==> config.mk <==
export PLATFORM = sky130hd
export DESIGN_NAME = change_dispenser
export DESIGN_NICKNAME = d
export VERILOG_FILES = /design/src/rtl/change_dispenser.sv
export SDC_FILE = /design/constraint.sdc
export NUM_CORES = 1
export LEC_CHECK = 0
export ABC_AREA = 1
export BUFFER_PORTS_ARGS = -buffer_cell sky130_fd_sc_hd__buf_4
export CORE_UTILIZATION = 60
export CTS_CLUSTER_SIZE = 30
export DETAILED_ROUTE_END_ITERATION = 10
export PLACE_DENSITY_LB_ADDON = 0.12
export SETUP_SLACK_MARGIN = 0.5
export SYNTH_ARGS = -nofsm -noshare
export SYNTH_HDL_FRONTEND = slang
export SYNTH_SLANG_ARGS = --single-unit
==> constraint.sdc <==
create_clock -name clk -period 7 [get_ports clk]
set_clock_uncertainty 0.1 [all_clocks]
set_input_delay 0 -clock clk [delete_from_list [all_inputs] [get_ports clk]]
set_output_delay 0 -clock clk [all_outputs]
set_load 0.01 [all_outputs]
==> src/rtl/change_dispenser.sv <==
// Coin-payout sequencer for the vending machine hopper.
// Pays a change amount largest-coin-first (5 / 1 / 0.5 yuan) using one
// request/acknowledge handshake per coin, tracks per-tube inventory,
// reports shortfall and latches a sticky fault on hopper timeout.
module change_dispenser #(
  parameter int INV_W      = 8,
  parameter int INV5_INIT  = 20,
  parameter int INV1_INIT  = 50,
  parameter int INV05_INIT = 50,
  parameter int TIMEOUT    = 15
) (
  input  logic             clk,
  input  logic             reset,
  input  logic             start,
  input  logic [7:0]       change,
  input  logic             hop_ack,
  input  logic             refill,
  input  logic [1:0]       refill_sel,
  output logic             busy,
  output logic             hop_req,
  output logic [1:0]       hop_sel,
  output logic             done,
  output logic             short,
  output logic             fault,
  output logic [7:0]       remain,
  output logic [INV_W-1:0] inv_5,
  output logic [INV_W-1:0] inv_1,
  output logic [INV_W-1:0] inv_05
);

  localparam int TMO_W = $clog2(TIMEOUT + 1);

  // Tube / denomination encoding shared by hop_sel and refill_sel
  localparam logic [1:0] SEL_05 = 2'b00;
  localparam logic [1:0] SEL_1  = 2'b01;
  localparam logic [1:0] SEL_5  = 2'b10;

  typedef enum logic [2:0] {
    S_IDLE,
    S_SELECT,
    S_REQ,
    S_FINISH,
    S_FAULT
  } state_t;

  state_t           state_reg;
  logic [7:0]       remain_reg;
  logic             busy_reg;
  logic             hop_req_reg;
  logic [1:0]       hop_sel_reg;
  logic             done_reg;
  logic             short_reg;
  logic             fault_reg;
  logic [TMO_W-1:0] tmo_cnt_reg;

  // Tube counts, indexed by the tube encoding (0 = 0.5, 1 = 1, 2 = 5)
  logic [2:0][INV_W-1:0] inv_cnt;

  logic       ack_take;
  logic       pick_found;
  logic [1:0] pick_sel;

  // Coin value in 0.5-yuan units
  function automatic logic [7:0] coin_value(input logic [1:0] sel);
    case (sel)
      SEL_5:   return 8'd10;
      SEL_1:   return 8'd2;
      default: return 8'd1;
    endcase
  endfunction

  // A coin is consumed only on an ack while a request is outstanding
  assign ack_take = (state_reg == S_REQ) && hop_ack;

  // Largest coin that fits into the remaining amount and is in stock
  always_comb begin
    pick_found = 1'b0;
    pick_sel   = SEL_05;
    if (remain_reg >= 8'd10 && inv_cnt[2] != '0) begin
      pick_found = 1'b1;
      pick_sel   = SEL_5;
    end else if (remain_reg >= 8'd2 && inv_cnt[1] != '0) begin
      pick_found = 1'b1;
      pick_sel   = SEL_1;
    end else if (remain_reg >= 8'd1 && inv_cnt[0] != '0) begin
      pick_found = 1'b1;
      pick_sel   = SEL_05;
    end
  end

  genvar gi;
  generate
    for (gi = 0; gi < 3; gi++) begin : g_tube
      localparam int INIT_I = (gi == 2) ? INV5_INIT :
                              ((gi == 1) ? INV1_INIT : INV05_INIT);

      logic             inc;
      logic             dec;
      logic [INV_W-1:0] cnt_reg;

      assign inc = refill && (refill_sel == 2'(gi));
      assign dec = ack_take && (hop_sel_reg == 2'(gi));
      assign inv_cnt[gi] = cnt_reg;

      // Tube counter: saturating refill, decrement on paid coin, both cancel
      always_ff @(posedge clk) begin
        if (reset) begin
          cnt_reg <= INV_W'(INIT_I);
        end else if (inc && !dec) begin
          if (cnt_reg != '1) cnt_reg <= cnt_reg + INV_W'(1);
        end else if (dec && !inc) begin
          if (cnt_reg != '0) cnt_reg <= cnt_reg - INV_W'(1);
        end
      end
    end
  endgenerate

  // Payout sequencer with registered outputs
  always_ff @(posedge clk) begin
    if (reset) begin
      state_reg   <= S_IDLE;
      remain_reg  <= 8'd0;
      busy_reg    <= 1'b0;
      hop_req_reg <= 1'b0;
      hop_sel_reg <= SEL_05;
      done_reg    <= 1'b0;
      short_reg   <= 1'b0;
      fault_reg   <= 1'b0;
      tmo_cnt_reg <= '0;
    end else begin
      case (state_reg)
        S_IDLE: begin
          done_reg <= 1'b0;
          if (start) begin
            remain_reg <= change;
            busy_reg   <= 1'b1;
            state_reg  <= S_SELECT;
          end
        end
        S_SELECT: begin
          if (remain_reg == 8'd0) begin
            short_reg <= 1'b0;
            done_reg  <= 1'b1;
            state_reg <= S_FINISH;
          end else if (pick_found) begin
            hop_sel_reg <= pick_sel;
            hop_req_reg <= 1'b1;
            tmo_cnt_reg <= '0;
            state_reg   <= S_REQ;
          end else begin
            short_reg <= 1'b1;
            done_reg  <= 1'b1;
            state_reg <= S_FINISH;
          end
        end
        S_REQ: begin
          // An ack on the same edge as the timeout still counts as paid
          if (hop_ack) begin
            hop_req_reg <= 1'b0;
            remain_reg  <= remain_reg - coin_value(hop_sel_reg);
            state_reg   <= S_SELECT;
          end else if (tmo_cnt_reg == TMO_W'(TIMEOUT - 1)) begin
            hop_req_reg <= 1'b0;
            busy_reg    <= 1'b0;
            fault_reg   <= 1'b1;
            state_reg   <= S_FAULT;
          end else begin
            tmo_cnt_reg <= tmo_cnt_reg + TMO_W'(1);
          end
        end
        S_FINISH: begin
          done_reg  <= 1'b0;
          busy_reg  <= 1'b0;
          state_reg <= S_IDLE;
        end
        S_FAULT: begin
          state_reg <= S_FAULT;
        end
        default: begin
          state_reg <= S_IDLE;
        end
      endcase
    end
  end

  assign busy    = busy_reg;
  assign hop_req = hop_req_reg;
  assign hop_sel = hop_sel_reg;
  assign done    = done_reg;
  assign short   = short_reg;
  assign fault   = fault_reg;
  assign remain  = remain_reg;
  assign inv_05  = inv_cnt[0];
  assign inv_1   = inv_cnt[1];
  assign inv_5   = inv_cnt[2];

endmodule

==> impl_metrics.yaml <==
run_status:
  status: "complete, no violations"
clock_network:
  clk_pin_slew_ns: 0.09
  htreeDepth: 2
  cts.sinks: 46
  ctsResizeCount: 0
  clock_latency_ns: 0.31
  cts_buffers: 5
  cts_root_buf: "clkbuf_8"
  post-cts-setup-buffers: 0
  clk_path_buf_depth: 2
  cts_tree: "yes"
logic_synthesis:
  ys_types: 38
  postSynthNetCount: 528
  yosysMostFrequentCell: "nand2_1"
  synth_top_cell_by_area: "dfxtp_1"
  synth_enable_flop_cells: 0
  syn_inst: 481
  synth.area.top_cells: "dfxtp_1, nand2_1, ha_1"
  ys_ff_latch: 46
  yosys-top-cells-count: "nand2_1, inv_1, nor2_1, dfxtp_1, a21oi_1"
  yosysSeqAreaShare_pct: 27.69
  syn_area_per_cell_um2: 6.914
  synth_top_area_share_pct: 27.69
  synthArstFlopShare_pct: 0
  synthesis.area_um2: 3326
  yosysWarnings: 0
  synth_flop_cell: "dfxtp_1"
sta:
  hold_viol: 0
  period_needed_ns: 3.096
  setup_viol: 0
  fin_crit_sh_pct: 44.23
  rsz0062_at_grt: "false"
  tns_ns: 0
  slew_headroom_pct: 39.52
  worst_pin_slew_ns: 0.9062
  slew_violations: 0
  fmax_ghz: 0.3230
power:
  peakVddDrop_mv: 0.1392
  power.leakage_nw: 1.909
  power_density_nw_per_um2: 237.9
  power_mw: 0.9542
routing:
  postRouteAntennaNets: 0
  drtIter0Drc: 184
  finalWirelength_mm: 7.938
  dr.pass1.iters: 5
  vias: 3379
  viasPerCell: 5.485
  detail_route.wl_per_cell_um: 12.89
  drc: 0
placement:
  gp_congestion: 0.9653
  portBuffers: 53
  hpwl_mm: 5.785
floorplan:
  die-area_um2: 5845
  row_count: 26
  ios: 54
  die_h_um: 76.45
  core-area_um2: 5238
  die_w_um: 76.45
  initial_core_util_pct: 63.50
grt:
  grt_pass1_wl_mm: 14.01
  antenna_found_initial: 0
  grt_overflow: 0
  grt_max_degree: 27
  grt.total_usage_pct: 29.25
  grt_pass1_vias: 3195
setup_path:
  cp.arrival_ns: 3.20
  slowest_stage: "dlygate4sd3_1"
  r2r_start: "hop_sel[1]$_SDFFE_PP0P_"
  reg2reg_to: "remain[6]$_SDFFE_PP0P_"
  cp_max_fo: 5
  path_class: "reg -> reg"
  slowest_delay_ns: 0.56
  critPathRequiredTime_ns: 7.10
  rrSetupSlack_ns: 3.90
  cpMostUsedCell: "inv_1"
  endpoint_kind: "register"
  critical-path-top-delay-family: "buffers and inverters"
  crit_buf_inv: 4
  crit_chain: "inv_1, ha_1, inv_1, ha_1, inv_1, fa_1, nor2_1, o21ai_0, o21ai_0, nand3_1, o211ai_1, a21oi_1, dlygate4sd3_1"
  cp-start-kind: "register"
  reg2reg_depth: 13
hold_path:
  hold_start: "refill_sel[0]"
  holdCritPathClass: "in -> reg"
  worstHoldPathCells: 5
  hold_path_end: "inv_05[3]$_SDFFE_PP0P_"
finish:
  layout-drive-gt1-share_pct: 17.95
  antennaDiodeCount: 0
  area_growth_pct: 20.58
  final_nets: 593
run:
  maxCapViolations: 0
how the worst max path moves through the flow:
| stage | from | to | slack (ns) | cells after the start |
|---|---|---|---|---|
| 2_1_floorplan | state_reg[1]$_SDFFE_PP0P_ | inv_1[5]$_SDFFE_PP1P_ | 4.68 | 13 |
| 3_3_place_gp | state_reg[1]$_SDFFE_PP0P_ | inv_1[5]$_SDFFE_PP1P_ | 4.41 | 12 |
| 3_5_place_dp | state_reg[1]$_SDFFE_PP0P_ | inv_1[5]$_SDFFE_PP1P_ | 4.28 | 12 |
| 4_1_cts | hop_sel[0]$_SDFFE_PP0P_ | remain[6]$_SDFFE_PP0P_ | 3.98 | 13 |
| 5_1_grt | hop_sel[0]$_SDFFE_PP0P_ | remain[6]$_SDFFE_PP0P_ | 3.64 | 14 |
| 6_report | hop_sel[1]$_SDFFE_PP0P_ | remain[6]$_SDFFE_PP0P_ | 3.90 | 13 |
cell families after synthesis:
| group | share of synthesized area, % |
|---|---|
| buffers and inverters | 9.519 |
| AO/OA/AOI/OAI | 15.43 |
| flip-flops | 27.69 |
| AND/OR/NAND/NOR | 31.00 |
| XOR/XNOR | 3.424 |
| adder cells (fa/ha/maj) | 12.94 |
report_power, final:
part | leakage [nW] | switching (mW) | internal (mW) | total, mW
clock | 0.0573 | 0.0943 | 0.114 | 0.209
sequential | 0.377 | 0.0424 | 0.295 | 0.338
combinational | 1.47 | 0.243 | 0.165 | 0.408
per-stage QoR:
step | setup WS (ns) | util, % | hold slack [ns] | area, um2 | instances
after global routing | 3.639 | 76.56 | 0.2478 | 4010 | 616
after detailed placement | 4.277 | 71.74 | 0.1540 | 3757 | 595
after global placement | 4.410 | 71.74 | 0.1430 | 3757 | 595
after floorplan | 4.676 | - | 0.04395 | 3326 | 481
after CTS | 3.983 | 76.56 | 0.1981 | 4010 | 616
final | 3.904 | 76.56 | 0.1954 | 4010 | 616
worst reg2reg max path: stages, from the launching register on:
cell and delay, ns:
dfxtp_1 0.43, inv_1 0.09, ha_1 0.28, inv_1 0.13, ha_1 0.17, inv_1 0.06
fa_1 0.38, nor2_1 0.17, o21ai_0 0.13, o21ai_0 0.16, nand3_1 0.11, o211ai_1 0.13
a21oi_1 0.10, dlygate4sd3_1 0.56
cell type report:
cell class	instances	area [um2]
Multi-Input combinational cell	356	2088
Fill cell	426	1227
Sequential cell	46	920.9
Timing Repair Buffer	67	538.0
Inverter	70	262.8
Tap cell	70	87.58
Clock buffer	6	82.58
Clock inverter	1	30.03
timing repair:
action,CTS,global route
hold buffers,14,0
hold endpoints to repair,24,0
endpoints found under the setup margin,0,0
cells in the final DEF, fill, tap and decap left out, types with 5 or more instances in the layout:
master,count
nand2_1,107
inv_1,63
buf_4,53
nor2_1,48
dfxtp_1,46
a21oi_1,36
nand3_1,32
ha_1,28
o21ai_0,21
dlygate4sd3_1,14
nand4_1,12
nor3_1,8
xnor2_1,8
inv_2,7
nand2_2,7
clkbuf_8,6
or2_2,5
o211ai_2,5
xor2_1,5
a31oi_1,5
per-layer routing:
layer | GRT usage [%] | wire length (um) | up-vias
li1 | - | - | 1708
met1 | 36.30 | 3509 | 1541
met2 | 50.81 | 3848 | 116
met3 | 5.988 | 462 | 14
met4 | 8.654 | 116 | 0
met5 | 0 | 0 | -
No activity file was read; power rests on OpenSTA's default activity.
